<file path="config.mk">
export PLATFORM = sky130hd
export DESIGN_NAME = pr_bus_arbiter_flat
export DESIGN_NICKNAME = d
export VERILOG_FILES = /design/src/rtl/pr_bus_arbiter_if.sv /design/src/rtl/pr_bus_arbiter.sv /design/src/flat_wrapper.sv
export SDC_FILE = /design/constraint.sdc
export NUM_CORES = 1
export LEC_CHECK = 0
export CAP_MARGIN = 25
export CORE_MARGIN = 1
export CORE_UTILIZATION = 25
export CTS_CLUSTER_DIAMETER = 200
export DETAILED_ROUTE_END_ITERATION = 12
export GPL_TIMING_DRIVEN = 0
export SLEW_MARGIN = 15
export SYNTH_ARGS = -nofsm -noshare
export SYNTH_HDL_FRONTEND = slang
export SYNTH_SLANG_ARGS = --single-unit
export TNS_END_PERCENT = 1
</file>
<file path="constraint.sdc">
create_clock -name clk -period 2.5 [get_ports clk]
set_input_delay 0.5 -clock clk [delete_from_list [all_inputs] [get_ports clk]]
set_output_delay 0.5 -clock clk [all_outputs]
set_load 0.03 [all_outputs]
</file>
<file path="src/rtl/pr_bus_arbiter_if.sv">
// Signal bundle shared by the two requesters, the arbiter and the two devices.
// The slave modport is the arbiter's view; the master modport is the view of
// everything around it (CPU MEM stage, DMA/debug port, timer and IO devices).
interface pr_bus_arbiter_if;
  // Requester 0: CPU MEM stage
  logic        m0_req;
  logic        m0_we;
  logic [29:0] m0_addr;
  logic [31:0] m0_wd;
  logic        m0_ack;
  logic [31:0] m0_rd;
  logic        m0_err;
  logic        m0_stall;

  // Requester 1: DMA / debug
  logic        m1_req;
  logic        m1_we;
  logic [29:0] m1_addr;
  logic [31:0] m1_wd;
  logic        m1_ack;
  logic [31:0] m1_rd;
  logic        m1_err;

  // Shared device bus (sel bit0 = timer, bit1 = IO)
  logic [29:0] dev_addr;
  logic [31:0] dev_wd;
  logic        dev_we;
  logic [1:0]  dev_sel;
  logic [31:0] dev0_rd;
  logic [31:0] dev1_rd;
  logic        dev0_ready;
  logic        dev1_ready;

  modport slave (
    input  m0_req, m0_we, m0_addr, m0_wd,
    output m0_ack, m0_rd, m0_err, m0_stall,
    input  m1_req, m1_we, m1_addr, m1_wd,
    output m1_ack, m1_rd, m1_err,
    output dev_addr, dev_wd, dev_we, dev_sel,
    input  dev0_rd, dev1_rd, dev0_ready, dev1_ready
  );

  modport master (
    output m0_req, m0_we, m0_addr, m0_wd,
    input  m0_ack, m0_rd, m0_err, m0_stall,
    output m1_req, m1_we, m1_addr, m1_wd,
    input  m1_ack, m1_rd, m1_err,
    input  dev_addr, dev_wd, dev_we, dev_sel,
    output dev0_rd, dev1_rd, dev0_ready, dev1_ready
  );
endinterface

</file>
<file path="src/rtl/pr_bus_arbiter.sv">
// Two-requester bus arbiter for the timer/IO device window.
// m0 (CPU) normally wins; m1 (DMA/debug) wins once it has waited 4 idle
// cycles. Mapped accesses run IDLE -> BUSYx -> ack; unmapped accesses and
// transactions whose device never answers within 15 busy cycles ack with err.
module pr_bus_arbiter (
  input  logic            clk,
  input  logic            rst,   // synchronous, active low
  pr_bus_arbiter_if.slave bus
);

  typedef enum logic [1:0] {
    IDLE  = 2'b00,
    BUSY0 = 2'b01,
    BUSY1 = 2'b10
  } state_e;

  // Word-address pages (byte address >> 4) of the two 16-byte device windows.
  localparam logic [27:0] DEV0_PAGE  = 28'h00007F0;
  localparam logic [27:0] DEV1_PAGE  = 28'h00007F1;
  localparam logic [2:0]  STARVE_MAX = 3'd4;
  // wait counter value in the 15th busy cycle; no ready by then means abort
  localparam logic [3:0]  WAIT_LAST  = 4'd14;

  // One-hot device select for a word address, 2'b00 when unmapped.
  function automatic logic [1:0] decode(input logic [29:0] addr);
    logic [1:0] sel;
    sel = 2'b00;
    if (addr[29:2] == DEV0_PAGE)      sel = 2'b01;
    else if (addr[29:2] == DEV1_PAGE) sel = 2'b10;
    return sel;
  endfunction

  state_e      state_q,  state_d;
  logic [2:0]  starve_q, starve_d;
  logic [3:0]  wait_q,   wait_d;
  logic [29:0] addr_q,   addr_d;
  logic [31:0] wd_q,     wd_d;
  logic        we_q,     we_d;
  logic        ack0_q,   ack0_d;
  logic        ack1_q,   ack1_d;
  logic        err_q,    err_d;
  logic [31:0] rd_q,     rd_d;

  logic        busy;
  logic [1:0]  busy_sel;
  logic        busy_ready;
  logic [31:0] busy_rd;
  logic [1:0]  m0_sel;
  logic [1:0]  m1_sel;
  logic        grant0;
  logic        grant1;

  // The latched address is always mapped while busy, so it names the device;
  // the other device's ready and read data are never looked at.
  assign busy       = (state_q != IDLE);
  assign busy_sel   = decode(addr_q);
  assign busy_ready = |(busy_sel & {bus.dev1_ready, bus.dev0_ready});
  assign busy_rd    = busy_sel[1] ? bus.dev1_rd : bus.dev0_rd;
  assign m0_sel     = decode(bus.m0_addr);
  assign m1_sel     = decode(bus.m1_addr);

  // Arbitration: only from IDLE and never in an ack cycle; m1 wins once starved.
  always_comb begin
    // NOTE: every output of a combinational block gets a default first, so no
    // path can leave it unassigned and infer a latch.
    grant0 = 1'b0;
    grant1 = 1'b0;
    if (state_q == IDLE && !ack0_q && !ack1_q) begin
      if (bus.m0_req && (!bus.m1_req || starve_q < STARVE_MAX)) grant0 = 1'b1;
      else if (bus.m1_req)                                     grant1 = 1'b1;
    end
  end

  // Next state, starvation/wait counters, bus registers and ack/response.
  always_comb begin
    state_d  = state_q;
    starve_d = starve_q;
    wait_d   = wait_q;
    addr_d   = addr_q;
    wd_d     = wd_q;
    we_d     = we_q;
    ack0_d   = 1'b0;
    ack1_d   = 1'b0;
    err_d    = 1'b0;
    rd_d     = '0;

    unique case (state_q)
      IDLE: begin
        wait_d = '0;
        if (grant1)                                    starve_d = '0;
        else if (bus.m1_req && starve_q != STARVE_MAX) starve_d = starve_q + 3'd1;

        if (grant0) begin
          if (m0_sel != 2'b00) begin
            addr_d  = bus.m0_addr;
            wd_d    = bus.m0_wd;
            we_d    = bus.m0_we;
            state_d = BUSY0;
          end else begin
            ack0_d = 1'b1;
            err_d  = 1'b1;
          end
        end else if (grant1) begin
          if (m1_sel != 2'b00) begin
            addr_d  = bus.m1_addr;
            wd_d    = bus.m1_wd;
            we_d    = bus.m1_we;
            state_d = BUSY1;
          end else begin
            ack1_d = 1'b1;
            err_d  = 1'b1;
          end
        end
      end

      BUSY0, BUSY1: begin
        if (busy_ready || wait_q == WAIT_LAST) begin
          state_d = IDLE;
          wait_d  = '0;
          ack0_d  = (state_q == BUSY0);
          ack1_d  = (state_q == BUSY1);
          if (busy_ready) rd_d  = we_q ? '0 : busy_rd;
          else            err_d = 1'b1;
        end else begin
          wait_d = wait_q + 4'd1;
        end
      end

      default: state_d = IDLE;
    endcase
  end

  // State and data registers with synchronous active-low reset.
  always_ff @(posedge clk) begin
    // NOTE: clocked state uses non-blocking assignments so every flop samples
    // the pre-edge values regardless of statement order.
    if (!rst) begin
      state_q  <= IDLE;
      starve_q <= '0;
      wait_q   <= '0;
      addr_q   <= '0;
      wd_q     <= '0;
      we_q     <= 1'b0;
      ack0_q   <= 1'b0;
      ack1_q   <= 1'b0;
      err_q    <= 1'b0;
      rd_q     <= '0;
    end else begin
      state_q  <= state_d;
      starve_q <= starve_d;
      wait_q   <= wait_d;
      addr_q   <= addr_d;
      wd_q     <= wd_d;
      we_q     <= we_d;
      ack0_q   <= ack0_d;
      ack1_q   <= ack1_d;
      err_q    <= err_d;
      rd_q     <= rd_d;
    end
  end

  // Responses are gated by their own ack so only the acked requester sees data.
  assign bus.m0_ack   = ack0_q;
  assign bus.m0_rd    = ack0_q ? rd_q : '0;
  assign bus.m0_err   = ack0_q & err_q;
  assign bus.m0_stall = bus.m0_req & ~ack0_q;

  assign bus.m1_ack   = ack1_q;
  assign bus.m1_rd    = ack1_q ? rd_q : '0;
  assign bus.m1_err   = ack1_q & err_q;

  // Device bus is driven from the bus registers only while busy; the write
  // strobe is limited to the first busy cycle so wait states never re-write.
  assign bus.dev_sel  = busy ? busy_sel : 2'b00;
  assign bus.dev_addr = busy ? addr_q : '0;
  assign bus.dev_wd   = busy ? wd_q : '0;
  assign bus.dev_we   = busy & we_q & (wait_q == 4'd0);

endmodule

</file>
<file path="src/flat_wrapper.sv">
// flat-port wrapper written by rule: the top's interface ports become plain ports
module pr_bus_arbiter_flat 
  (clk, rst, bus_m0_req, bus_m0_we, bus_m0_addr, bus_m0_wd, bus_m0_ack, bus_m0_rd, bus_m0_err, bus_m0_stall, bus_m1_req, bus_m1_we, bus_m1_addr, bus_m1_wd, bus_m1_ack, bus_m1_rd, bus_m1_err, bus_dev_addr, bus_dev_wd, bus_dev_we, bus_dev_sel, bus_dev0_rd, bus_dev1_rd, bus_dev0_ready, bus_dev1_ready);
  pr_bus_arbiter_if bus_i ();
  input  logic clk;
  input  logic rst;
  input wire logic [$bits(bus_i.m0_req)-1:0] bus_m0_req;
  input wire logic [$bits(bus_i.m0_we)-1:0] bus_m0_we;
  input wire logic [$bits(bus_i.m0_addr)-1:0] bus_m0_addr;
  input wire logic [$bits(bus_i.m0_wd)-1:0] bus_m0_wd;
  output wire logic [$bits(bus_i.m0_ack)-1:0] bus_m0_ack;
  output wire logic [$bits(bus_i.m0_rd)-1:0] bus_m0_rd;
  output wire logic [$bits(bus_i.m0_err)-1:0] bus_m0_err;
  output wire logic [$bits(bus_i.m0_stall)-1:0] bus_m0_stall;
  input wire logic [$bits(bus_i.m1_req)-1:0] bus_m1_req;
  input wire logic [$bits(bus_i.m1_we)-1:0] bus_m1_we;
  input wire logic [$bits(bus_i.m1_addr)-1:0] bus_m1_addr;
  input wire logic [$bits(bus_i.m1_wd)-1:0] bus_m1_wd;
  output wire logic [$bits(bus_i.m1_ack)-1:0] bus_m1_ack;
  output wire logic [$bits(bus_i.m1_rd)-1:0] bus_m1_rd;
  output wire logic [$bits(bus_i.m1_err)-1:0] bus_m1_err;
  output wire logic [$bits(bus_i.dev_addr)-1:0] bus_dev_addr;
  output wire logic [$bits(bus_i.dev_wd)-1:0] bus_dev_wd;
  output wire logic [$bits(bus_i.dev_we)-1:0] bus_dev_we;
  output wire logic [$bits(bus_i.dev_sel)-1:0] bus_dev_sel;
  input wire logic [$bits(bus_i.dev0_rd)-1:0] bus_dev0_rd;
  input wire logic [$bits(bus_i.dev1_rd)-1:0] bus_dev1_rd;
  input wire logic [$bits(bus_i.dev0_ready)-1:0] bus_dev0_ready;
  input wire logic [$bits(bus_i.dev1_ready)-1:0] bus_dev1_ready;
  assign bus_i.m0_req = bus_m0_req;
  assign bus_i.m0_we = bus_m0_we;
  assign bus_i.m0_addr = bus_m0_addr;
  assign bus_i.m0_wd = bus_m0_wd;
  assign bus_m0_ack = bus_i.m0_ack;
  assign bus_m0_rd = bus_i.m0_rd;
  assign bus_m0_err = bus_i.m0_err;
  assign bus_m0_stall = bus_i.m0_stall;
  assign bus_i.m1_req = bus_m1_req;
  assign bus_i.m1_we = bus_m1_we;
  assign bus_i.m1_addr = bus_m1_addr;
  assign bus_i.m1_wd = bus_m1_wd;
  assign bus_m1_ack = bus_i.m1_ack;
  assign bus_m1_rd = bus_i.m1_rd;
  assign bus_m1_err = bus_i.m1_err;
  assign bus_dev_addr = bus_i.dev_addr;
  assign bus_dev_wd = bus_i.dev_wd;
  assign bus_dev_we = bus_i.dev_we;
  assign bus_dev_sel = bus_i.dev_sel;
  assign bus_i.dev0_rd = bus_dev0_rd;
  assign bus_i.dev1_rd = bus_dev1_rd;
  assign bus_i.dev0_ready = bus_dev0_ready;
  assign bus_i.dev1_ready = bus_dev1_ready;
  pr_bus_arbiter u_core (.clk(clk), .rst(rst), .bus(bus_i));
endmodule
</file>
# Yosys cells after proc, flatten, opt, wreduce, memory -nomap -nowiden
# Cells that the tools add are included.
# word_totals
reg_bits,107
latch_bits,0
mem_bits_rw,0
mem_bits_ro,0
in_bits,196
elab_cells,115
memories,0
# op_classes
n_addsub,2
mul,0
div,0
n_lt_le_gt_ge,1
eq_ne,15
shifts,0
muxes,52
bitwise_logic,11
reduce_logical,24
# ops
cell,n
2-to-1 mux 32 bit,8
equality test 28 x 11 -> 1 bit (second input constant),6
2-to-1 mux 30 bit,5
2-to-1 mux 2 bit,12
2-to-1 mux 1 bit,19
nonzero test 2 bit,7
case mux 4 bit (2 select lines),1
AND reduction 4 bit,2
2-to-1 mux 3 bit,2
inequality test 3 bit (second input constant),2
case mux 1 bit (2 select lines),3
AND 1 bit,5
NOT 1 bit,5
OR reduction 5 bit,1
adder 4 x 1 -> 4 bit (second input constant),1
equality test 4 bit (second input constant),1
logical AND 1 bit,4
zero test 4 bit,1
2-to-1 mux 4 bit,1
case mux 2 bit (2 select lines),1
OR reduction 2 bit,2
adder 3 x 1 -> 3 bit (second input constant),1
zero test 1 bit,3
less-than comparator 3 bit (second input constant),1
other kinds (10),11

# Logic depth before layout (Yosys ltp)
# Gate-level depths: netlist of the first run.
# depth
ltp_word,8
mapped_depth,9

# Least setup slack after synthesis of the first run
# No wires, ideal clock.
# synth_timing
path_kind,register to output
from,register u_core.addr_q[13]
to,output bus_dev_sel[1]
arrival_ns,2.160
required_ns,2.000
path_slack_ns,-0.160
path_stages_with_launch,6
path_buffers,1
cell_sequence,dfxtp_1 > or4_1 > nor4_2 > nand3_1 > buf_2 > nor2_1
# synth_between
elab_chain_len,4
# synth_lines
element,line,source
"start, declared",pr_bus_arbiter.sv:36,"logic [29:0] addr_q, addr_d;"
"start signal, assigned",pr_bus_arbiter.sv:152,addr_q <= addr_d;
equality test 28 x 11 -> 1 bit,pr_bus_arbiter.sv:29,else if (addr[29:2] == DEV1_PAGE) sel = 2'b10;
2-to-1 mux 2 bit,pr_bus_arbiter.sv:29,
2-to-1 mux 2 bit *,pr_bus_arbiter.sv:28,if (addr[29:2] == DEV0_PAGE) sel = 2'b01;
2-to-1 mux 2 bit *,pr_bus_arbiter.sv:174,assign bus.dev_sel = busy ? busy_sel : 2'b00;
"end, declared",flat_wrapper.sv:25,output wire logic [$bits(bus_i.dev_sel)-1:0] bus_dev_sel;
# Mark *: on every way between the ends. The rest lies on a longest branch, timed or not.

# Worst setup path after layout of the first run
# layout_timing
from,register u_core.addr_q[13]
to,output bus_dev_sel[0]
# layout_between
elab_chain_len,3
# layout_lines
element,line
equality test 28 x 11 -> 1 bit,pr_bus_arbiter.sv:28
2-to-1 mux 2 bit,pr_bus_arbiter.sv:28
2-to-1 mux 2 bit,pr_bus_arbiter.sv:174
# Every way passes these cells.

==> impl.org, run 1 <==
** STA
- Count of final setup violators :: 1
- After routing, the total negative slack on setup checks comes to -11.4 ps.
- Setup repair after global routing could not meet its margin everywhere.
- Final setup margin :: -11.4 ps
- Hold Violations, Final :: 0
- Headroom to the max-slew limit came out at 0.451.
- Max frequency :: 398 MHz
- For the final database, setup skew stands at 11.5 ps.
- For the finished layout, the period the worst path requires is 2510 ps.
- Final hold analysis gives a worst-case slack of 486 ps.
- For the pin with the worst max-slew slack, the measured transition is 819 ps.
- The final max-slew violation count is 0.
- Final period utilization :: 1.00

** Status
- Run status :: finished with violations
- The checks that failed: setup timing.

** Clock tree
- Clock tree root driver cell :: sky130_fd_sc_hd__clkbuf_16
- The tree built by TritonCTS fans out to 107 sinks.
- TritonCTS clock tree :: done
- At the later pin of the worst-skew pair, clock insertion delay measures 360 ps.
- Worst-case clock buffer depth :: 2
- Post-CTS Hold Buffers :: 0
- Buffers inserted during clock tree synthesis total 9.
- Clock-pin slew was measured on the worst setup and hold paths at 80 ps.
- In this run the number of H-tree levels came out at 3.

** Yosys
- Share of synthesized area occupied by flip-flops and latches :: 0.385
- Post-synth design cell area :: 5560 µm²
- Counting flops and latches in the post-synthesis netlist gives 107.
- The number of different library cells used by synthesis comes to 52.
- Yosys printed 0 warnings.
- Each instance of the synthesized netlist takes up on average 9.25 µm².
- When the netlist entered floorplanning its net count stood at 806.
- Mapped Cells :: 601
- Most used DFF post-synth :: sky130_fd_sc_hd__dfxtp_1
- Counting flops with a built-in enable in the synthesized netlist gives 0.
- Post-synthesis async set-or-reset flop share :: 0

** Placement
- Worst slack at placement :: -973 ps
- Routability-driven placement congestion ratio :: 0.765
- DP Wirelength :: 15900 µm
- The count of buffers added on input and output ports is 329.

** Global route
- The via count of the first global-routing pass came to 5366.
- Largest net degree at the start of global routing :: 21
- GRT Resource Usage Total :: 0.167
- Global route total overflow :: 0
- The initial antenna violation count came to 0.
- The first global-routing pass estimated 29000 µm of wire.

** Power
- Total power for the finished layout comes to 3.85 mW.
- Internal power contribution :: 2.86 mW
- VDD IR-drop max :: 0.000264 V
- Power share of the clock group :: 0.374
- Power spread over the standard cell area amounts to 405 nW/µm².
- Switching portion of total power :: 0.257
- The share of total power dissipated in sequential elements is 0.459.
- Combinational group share of total power :: 0.167
- Total net switching power :: 0.992 mW
- For this design the static power due to leakage is 4.46 nW.

** Die
- I/O pin total :: 330
- Die Wd :: 151 µm
- The die covers 22800 µm².
- Cell row count :: 54
- The die is 151 µm tall.
- Effective utilization at floorplan :: 0.255
- The region available for standard cell placement spans 21800 µm².

** Layout
- Leaving out fill and tap cells, the most frequent cells in the layout are sky130_fd_sc_hd__clkdlybuf4s50_1, sky130_fd_sc_hd__dfxtp_1, sky130_fd_sc_hd__mux2i_1, sky130_fd_sc_hd__and2_1, sky130_fd_sc_hd__nor2b_1.
- Layout cells sized above 1 :: 0.116
- Post-synthesis to final-layout area growth :: 71.0%
- After the last flow step, the layout net total stands at 1148.
- Once layout is complete, the utilization of the core stands at 0.436.
- 0 antenna diodes ended up in the layout.
- After filler insertion, the fill cell instance count of the layout stands at 2229.
- Leading cell type in the layout, fill and taps excluded :: sky130_fd_sc_hd__clkdlybuf4s50_1

** Flow run
- Across the run, the number of max-cap violations was 0.

** Route
- The count of nets left with antenna violations once routing finished came out at 0.
- After detailed routing, the number of remaining DRC violations is 0.
- Number of vias per cell :: 4.49
- The first routing iteration left 119 violations.
- After detailed routing, the total wire length is 19700 µm.
- Via count :: 5515
- Routed WL per cell :: 16.0 µm
- The first detailed-routing pass took 4 iterations.

** Critical path
- Worst setup path category :: reg -> out
- Kind of capture point of the worst setup path :: output pin
- WP data arrival :: 2010 ps
- For the worst setup path, the data required time is 2000 ps.
- CP Launch Type :: register
- Maximum fanout along the worst path :: 3

** Worst hold path
- The tightest min-delay check is of the reg -> reg type.
-- stage by stage --
step / cell area, µm² / cells
floorplan: 5570 / 601
global placement: 9210 / 1210
CTS: 9540 / 1227
global route: 9510 / 1228
detailed placement: 9210 / 1210
finish: 9510 / 1228
-- sequential cells by signal, summed over array words and instances (netlist names) --
register           cells
u_core.state_q         2
u_core.err_q           1
u_core.bus.m0_ack      1
u_core.bus.m1_ack      1
u_core.wd_q           32
u_core.we_q            1
u_core.rd_q           32
u_core.addr_q         30
u_core.starve_q        3
u_core.wait_q          4
-- layout make-up --
class | count | area, µm² | share of cell area
clock inverter | 7 | 70.1 | 0.00737
clock buffer | 9 | 225 | 0.0237
tap | 280 | 350 | 0.0368
timing repair buffer | 333 | 3190 | 0.336
inverter | 11 | 41.3 | 0.00434
buffer | 46 | 345 | 0.0363
sequential | 107 | 2150 | 0.226
multi-input combinational | 435 | 3140 | 0.330
-- worst max-delay path: stages, from the launching register on --
cell and delay (ps):
sky130_fd_sc_hd__dfxtp_2 330, sky130_fd_sc_hd__or4_4 540, sky130_fd_sc_hd__nor4_4 260, sky130_fd_sc_hd__buf_4 170
sky130_fd_sc_hd__nand2_2 40, sky130_fd_sc_hd__nor3_2 110, sky130_fd_sc_hd__buf_4 190
-- cell usage after synthesis, types with 2 or more instances --
| cell | count | area [µm²] |
|---|---|---|
| sky130_fd_sc_hd__buf_4 | 3 | 22.5 |
| sky130_fd_sc_hd__buf_2 | 9 | 45.0 |
| sky130_fd_sc_hd__a31oi_1 | 4 | 25.0 |
| sky130_fd_sc_hd__o21ai_1 | 2 | 10.0 |
| sky130_fd_sc_hd__and2_1 | 66 | 413 |
| sky130_fd_sc_hd__mux2i_1 | 68 | 681 |
| sky130_fd_sc_hd__inv_1 | 10 | 37.5 |
| sky130_fd_sc_hd__buf_6 | 3 | 33.8 |
| sky130_fd_sc_hd__and3_1 | 23 | 144 |
| sky130_fd_sc_hd__or4b_1 | 2 | 20.0 |
| sky130_fd_sc_hd__dfxtp_1 | 107 | 2140 |
| sky130_fd_sc_hd__buf_12 | 5 | 100 |
| sky130_fd_sc_hd__nor4b_1 | 2 | 17.5 |
| sky130_fd_sc_hd__nor4_1 | 8 | 50.1 |
| sky130_fd_sc_hd__and4b_1 | 3 | 30.0 |
| sky130_fd_sc_hd__clkbuf_1 | 26 | 97.6 |
| sky130_fd_sc_hd__nand2_1 | 13 | 48.8 |
| sky130_fd_sc_hd__nor2_1 | 42 | 158 |
| sky130_fd_sc_hd__nor2b_1 | 62 | 388 |
| sky130_fd_sc_hd__a21oi_1 | 8 | 40.0 |
| sky130_fd_sc_hd__or3_1 | 2 | 12.5 |
| sky130_fd_sc_hd__nand4b_1 | 6 | 52.6 |
| sky130_fd_sc_hd__buf_1 | 2 | 7.51 |
| sky130_fd_sc_hd__nand3_1 | 40 | 200 |
| sky130_fd_sc_hd__o21a_1 | 7 | 52.6 |
| sky130_fd_sc_hd__nand4_1 | 5 | 31.3 |
| sky130_fd_sc_hd__o211a_1 | 34 | 340 |
| sky130_fd_sc_hd__ha_1 | 9 | 113 |
| sky130_fd_sc_hd__a211oi_1 | 2 | 15.0 |
| sky130_fd_sc_hd__nor3_1 | 6 | 30.0 |
-- logic make-up after synthesis --
| kind of cell | count (synthesis) | share of synthesized area |
|---|---|---|
| XOR/XNOR | 1 | 0.00158 |
| flip-flops | 107 | 0.385 |
| buffers and inverters | 59 | 0.0626 |
| AND/OR/NAND/NOR | 287 | 0.298 |
| multiplexers | 69 | 0.124 |
| AO/OA/AOI/OAI | 69 | 0.108 |
| adder cells (fa/ha/maj) | 9 | 0.0203 |
-- metal layers --
layer,share of wire,wire (µm),track usage
met1,0.40,7890,0.187
met2,0.50,9840,0.305
met3,0.089,1760,0.0476
met4,0.010,201,0.0480
met5,0,0,0
-- what timing repair did --
item / 4_1_cts / 5_1_grt
gates resized for setup: 181 / 42
buffers inserted: 3 / 1
pin swaps: 3 / 1
endpoints found under the setup margin: 212 / 98
-- worst paths after layout --
| path | startpoint | end | slack [ps] | depth (start not counted) |
|---|---|---|---|---|
| max reg2reg | u_core.addr_q[13]$_SDFFE_PN0P_ | u_core.rd_q[2]$_SDFF_PP0_ | 170 | 7 |
| min | u_core.addr_q[9]$_SDFFE_PN0P_ | u_core.addr_q[9]$_SDFFE_PN0P_ | 490 | 1 |
| min reg2reg | u_core.addr_q[9]$_SDFFE_PN0P_ | u_core.addr_q[9]$_SDFFE_PN0P_ | 490 | 1 |
| max | u_core.addr_q[13]$_SDFFE_PN0P_ | bus_dev_sel[0] | -10 | 6 |
-- power by group through the flow --
| stage | Clock, mW | Sequential, mW | Combinational (mW) |
|---|---|---|---|
| finish | 1.44 | 1.77 | 0.644 |
| global route | 1.56 | 1.77 | 0.699 |
| CTS | 1.50 | 1.77 | 0.650 |
| detailed placement | 0 | 1.81 | 0.642 |
| global placement | 0 | 1.81 | 0.642 |
| floorplan | 0 | 1.80 | 0.249 |
(Power assumes the default switching activity.)
==> run 2: changes to the inputs <==
--- a/config.mk
+++ b/config.mk
@@ -5,12 +5,14 @@
 export SDC_FILE = /design/constraint.sdc
 export NUM_CORES = 1
 export LEC_CHECK = 0
+export ABC_CLOCK_PERIOD_IN_PS = 2390
 export CAP_MARGIN = 25
 export CORE_MARGIN = 1
 export CORE_UTILIZATION = 25
 export CTS_CLUSTER_DIAMETER = 200
 export DETAILED_ROUTE_END_ITERATION = 12
 export GPL_TIMING_DRIVEN = 0
+export RECOVER_POWER = 50
 export SLEW_MARGIN = 15
 export SYNTH_ARGS = -nofsm -noshare
 export SYNTH_HDL_FRONTEND = slang
==> constraint.sdc (replaced) <==
create_clock -name clk -period 2.39 [get_ports clk]
set_input_delay 0.478 -clock clk [delete_from_list [all_inputs] [get_ports clk]]
set_output_delay 0.478 -clock clk [all_outputs]
set_load 0.03 [all_outputs]
==> run 2 against run 1 <==
The run still ends with setup timing left. Final cell count grew 0.16%. Setup slack lost 210 ps. Utilization down 0.44 points. Non-clock buffer count up 2. Sequential share of layout area is 0.20 points higher. Register-to-register slack got worse by 310 ps. Die area stayed put. Via count increased by 0.62%. Combinational power is 5.0% higher. Sequential cell count did not move. Critical path depth unchanged. Critical path type unchanged. Critical endpoint unchanged. Highest routed layer unchanged.
==> impl.org, run 2 (synthesized netlist as in run 1, its figures left out) <==
** Layout
- The fill cell total of the finished layout came to 2241 (+0.54%).
- Layout net count :: 1150 (+0.17%)
- Final Util :: 0.431 (-0.00436)
- Leading cell type in the layout, fill and taps excluded :: sky130_fd_sc_hd__clkdlybuf4s50_1
- Biggest registers after layout :: u_core.rd_q (32), u_core.wd_q (32), u_core.addr_q (30)
- Commonest non-fill, non-tap cells in the layout :: sky130_fd_sc_hd__clkdlybuf4s50_1, sky130_fd_sc_hd__dfxtp_1, sky130_fd_sc_hd__and2_1, sky130_fd_sc_hd__mux2i_1, sky130_fd_sc_hd__nor2b_1
- The total inserted antenna cells came to 0 (unchanged).
- Storage element area :: 2150 µm² (-0.12%)
- Compared with the post-synthesis result, the final layout area differs by 69.3%.
- The area of combinational cells with multiple inputs is 3150 µm² (+0.52%).
- The fraction of final layout cells sized beyond drive strength 1 was 0.135 (+0.0187).

** Critical path
- The biggest fanout along the worst timing path was 3 (unchanged).
- RR Startpoint :: u_core.addr_q[13]$_SDFFE_PN0P_
- CP Launch Type :: register
- The critical path required time came to 1910 ps (-90 ps).
- STA classifies the critical path endpoint as an output pin.
- WP data arrival :: 2130 ps (+120 ps)
- Launch point of the critical path :: u_core.addr_q[13]$_SDFFE_PN0P_
- By startpoint and endpoint, the worst setup path is classified as reg -> out.

** Worst hold path
- Hold wc startpoint :: u_core.addr_q[9]$_SDFFE_PN0P_
- Path type of the worst min-delay path :: reg -> reg

** Die
- Die Y :: 151 µm (unchanged)
- The cell row count is 54 (unchanged).
- The number of I/O pins was 330 (unchanged).
- The initial cell density of the core came to 0.255 (unchanged).
- Core box area :: 21800 µm² (unchanged)
- Die Wd :: 151 µm (unchanged)
- The floorplan die area was 22800 µm² (unchanged).

** Clock tree
- Reg clk slew, reported paths :: 80 ps (about the same)
- The tree is rooted in a sky130_fd_sc_hd__clkbuf_16.
- Post-CTS Hold Buffers :: 0 (unchanged)
- TritonCTS built the clock tree.
- The maximum buffer depth of the clock tree was 2 (unchanged).
- The source-to-sink clock delay at the later pin of the worst-skew pair was 350 ps (about the same).
- The number of CTS-inserted buffers came to 9 (unchanged).
- The H-tree depth is 3 (unchanged).
- The number of sinks handled by clock tree synthesis was 107 (unchanged).

** STA
- Final period utilization :: 1.09
- Setup Skew :: 12.9 ps (+1.37 ps)
- Total negative slack for setup checks :: -3990 ps (-3980 ps)
- The slew at the pin closest to its max-slew limit is 816 ps (-3.52 ps).
- Count of final setup violators :: 34 (+33)
- Setup repair after global routing missed its margin :: true
- Derived from the worst setup path, the maximum achievable clock frequency is 384 MHz.
- The worst relative slew slack was 0.454 (+0.00236).
- The number of failing hold endpoints at the final stage is 0 (unchanged).
- The post-route worst setup slack was -217 ps (-205 ps).
- Final Slew Violations :: 0 (unchanged)
- The routed design could run at a clock period as short as 2610 ps.

** Global route
- The wire length of the first global-routing pass was 29500 µm (+1.6%).
- The via count of the first global-routing pass was 5363 (-0.056%).
- Global route total overflow :: 0 (unchanged)
- Number of antenna violations at the first check in global routing :: 0 (unchanged)
- The all-layer global routing usage is 0.172 (+0.00430).
- Largest net degree at the start of global routing :: 21 (unchanged)

** Placement
- DP Wirelength :: 16300 µm (+2.6%)
- Count of input and output buffers :: 329 (unchanged)
- The routability congestion estimate from global placement is 0.837 (+9.5%).

** Route
- The number of vias after detailed routing was 5549 (+0.62%).
- The final routed DRC violation total is 0 (unchanged).
- The number of violations reported at the end of detailed-routing iteration 0 is 118 (-0.84%).
- Remaining antenna violation count after routing :: 0 (unchanged)
- The routed length per instance was 16.6 µm (+3.6%).
- Detailed-routing iteration count for the pre-antenna-repair pass :: 4 (unchanged)
- WL final :: 20400 µm (+3.7%)
- The ratio of routed vias to standard cells was 4.51 (+0.45%).

** Power
- Cell leakage power :: 4.52 nW (+1.3%)
- The power per cell area was 442 nW/µm² (+9.1%).
- The worst IR drop on VDD was 0.000355 V (+35%).

** Status
- Violations in the final reports :: setup timing
- The run finished, with violations left.

** Flow run
- Max-capacitance violation count :: 0 (unchanged)
-- run 2: worst max-delay path, stage by stage, from the launching register on --
cell	delay (ps)
sky130_fd_sc_hd__dfxtp_2	330
sky130_fd_sc_hd__or4_4	540
sky130_fd_sc_hd__nor4_4	380
sky130_fd_sc_hd__buf_4	180
sky130_fd_sc_hd__nand2_1	50
sky130_fd_sc_hd__nor3_2	100
sky130_fd_sc_hd__buf_4	180
-- run 2: power breakdown --
group          internal (mW)  switching [mW]
Sequential              1.82          0.0283
Clock                  0.876           0.760
Combinational          0.431           0.245
-- run 2: final cells by class --
cell class,instances,area share
clock buffers,10,0.0254
clock inverters,6,0.00970
repair buffers,334,0.320
flip-flops and latches,107,0.228
multi-input cells,435,0.335
plain buffers,47,0.0401
well taps,280,0.0372
inverters,11,0.00439
-- run 2: path summary, 6_finish.rpt --
path | slack (ps) | to | depth (start not counted)
worst max-delay path | -220 | bus_dev_sel[0] | 6
worst min-delay path | 480 | u_core.addr_q[9]$_SDFFE_PN0P_ | 1
worst max register to register | -140 | u_core.rd_q[27]$_SDFF_PP0_ | 8
worst min register to register | 480 | u_core.addr_q[9]$_SDFFE_PN0P_ | 1
-- run 2: through the flow --
stage | worst slack (ps) | hold WS (ps) | std cells | power, mW | cell area [µm²]
after floorplan | -27.5 | 446 | 601 | 2.15 | 5570
after global placement | -1200 | 462 | 1210 | 2.56 | 9220
after detailed placement | -1230 | 467 | 1210 | 2.57 | 9220
after CTS | -255 | 488 | 1229 | 4.22 | 9500
after global routing | -322 | 505 | 1230 | 4.35 | 9410
final | -217 | 481 | 1230 | 4.16 | 9410
-- run 2: routing by layer --
layer	GRT usage	up-vias	part of all wire
li1	-	2787	-
met1	0.195	2520	0.40
met2	0.308	226	0.50
met3	0.0479	16	0.091
met4	0.0550	0	0.015
met5	0	-	0
-- run 2: repair_timing --
item	4_1_cts	5_1_grt
gates resized for setup	309	39
pin swaps	5	2
setup buffers	4	1
endpoints found under the setup margin	222	125
==> run 3: changes to the inputs <==
--- a/config.mk
+++ b/config.mk
@@ -11,6 +11,7 @@
 export CORE_UTILIZATION = 25
 export CTS_CLUSTER_DIAMETER = 200
 export DETAILED_ROUTE_END_ITERATION = 12
+export GPL_ROUTABILITY_DRIVEN = 1
 export GPL_TIMING_DRIVEN = 0
 export RECOVER_POWER = 50
 export SLEW_MARGIN = 15
==> results of run 3 <==
Final layout, timing and power as in run 2 (identical DEF).
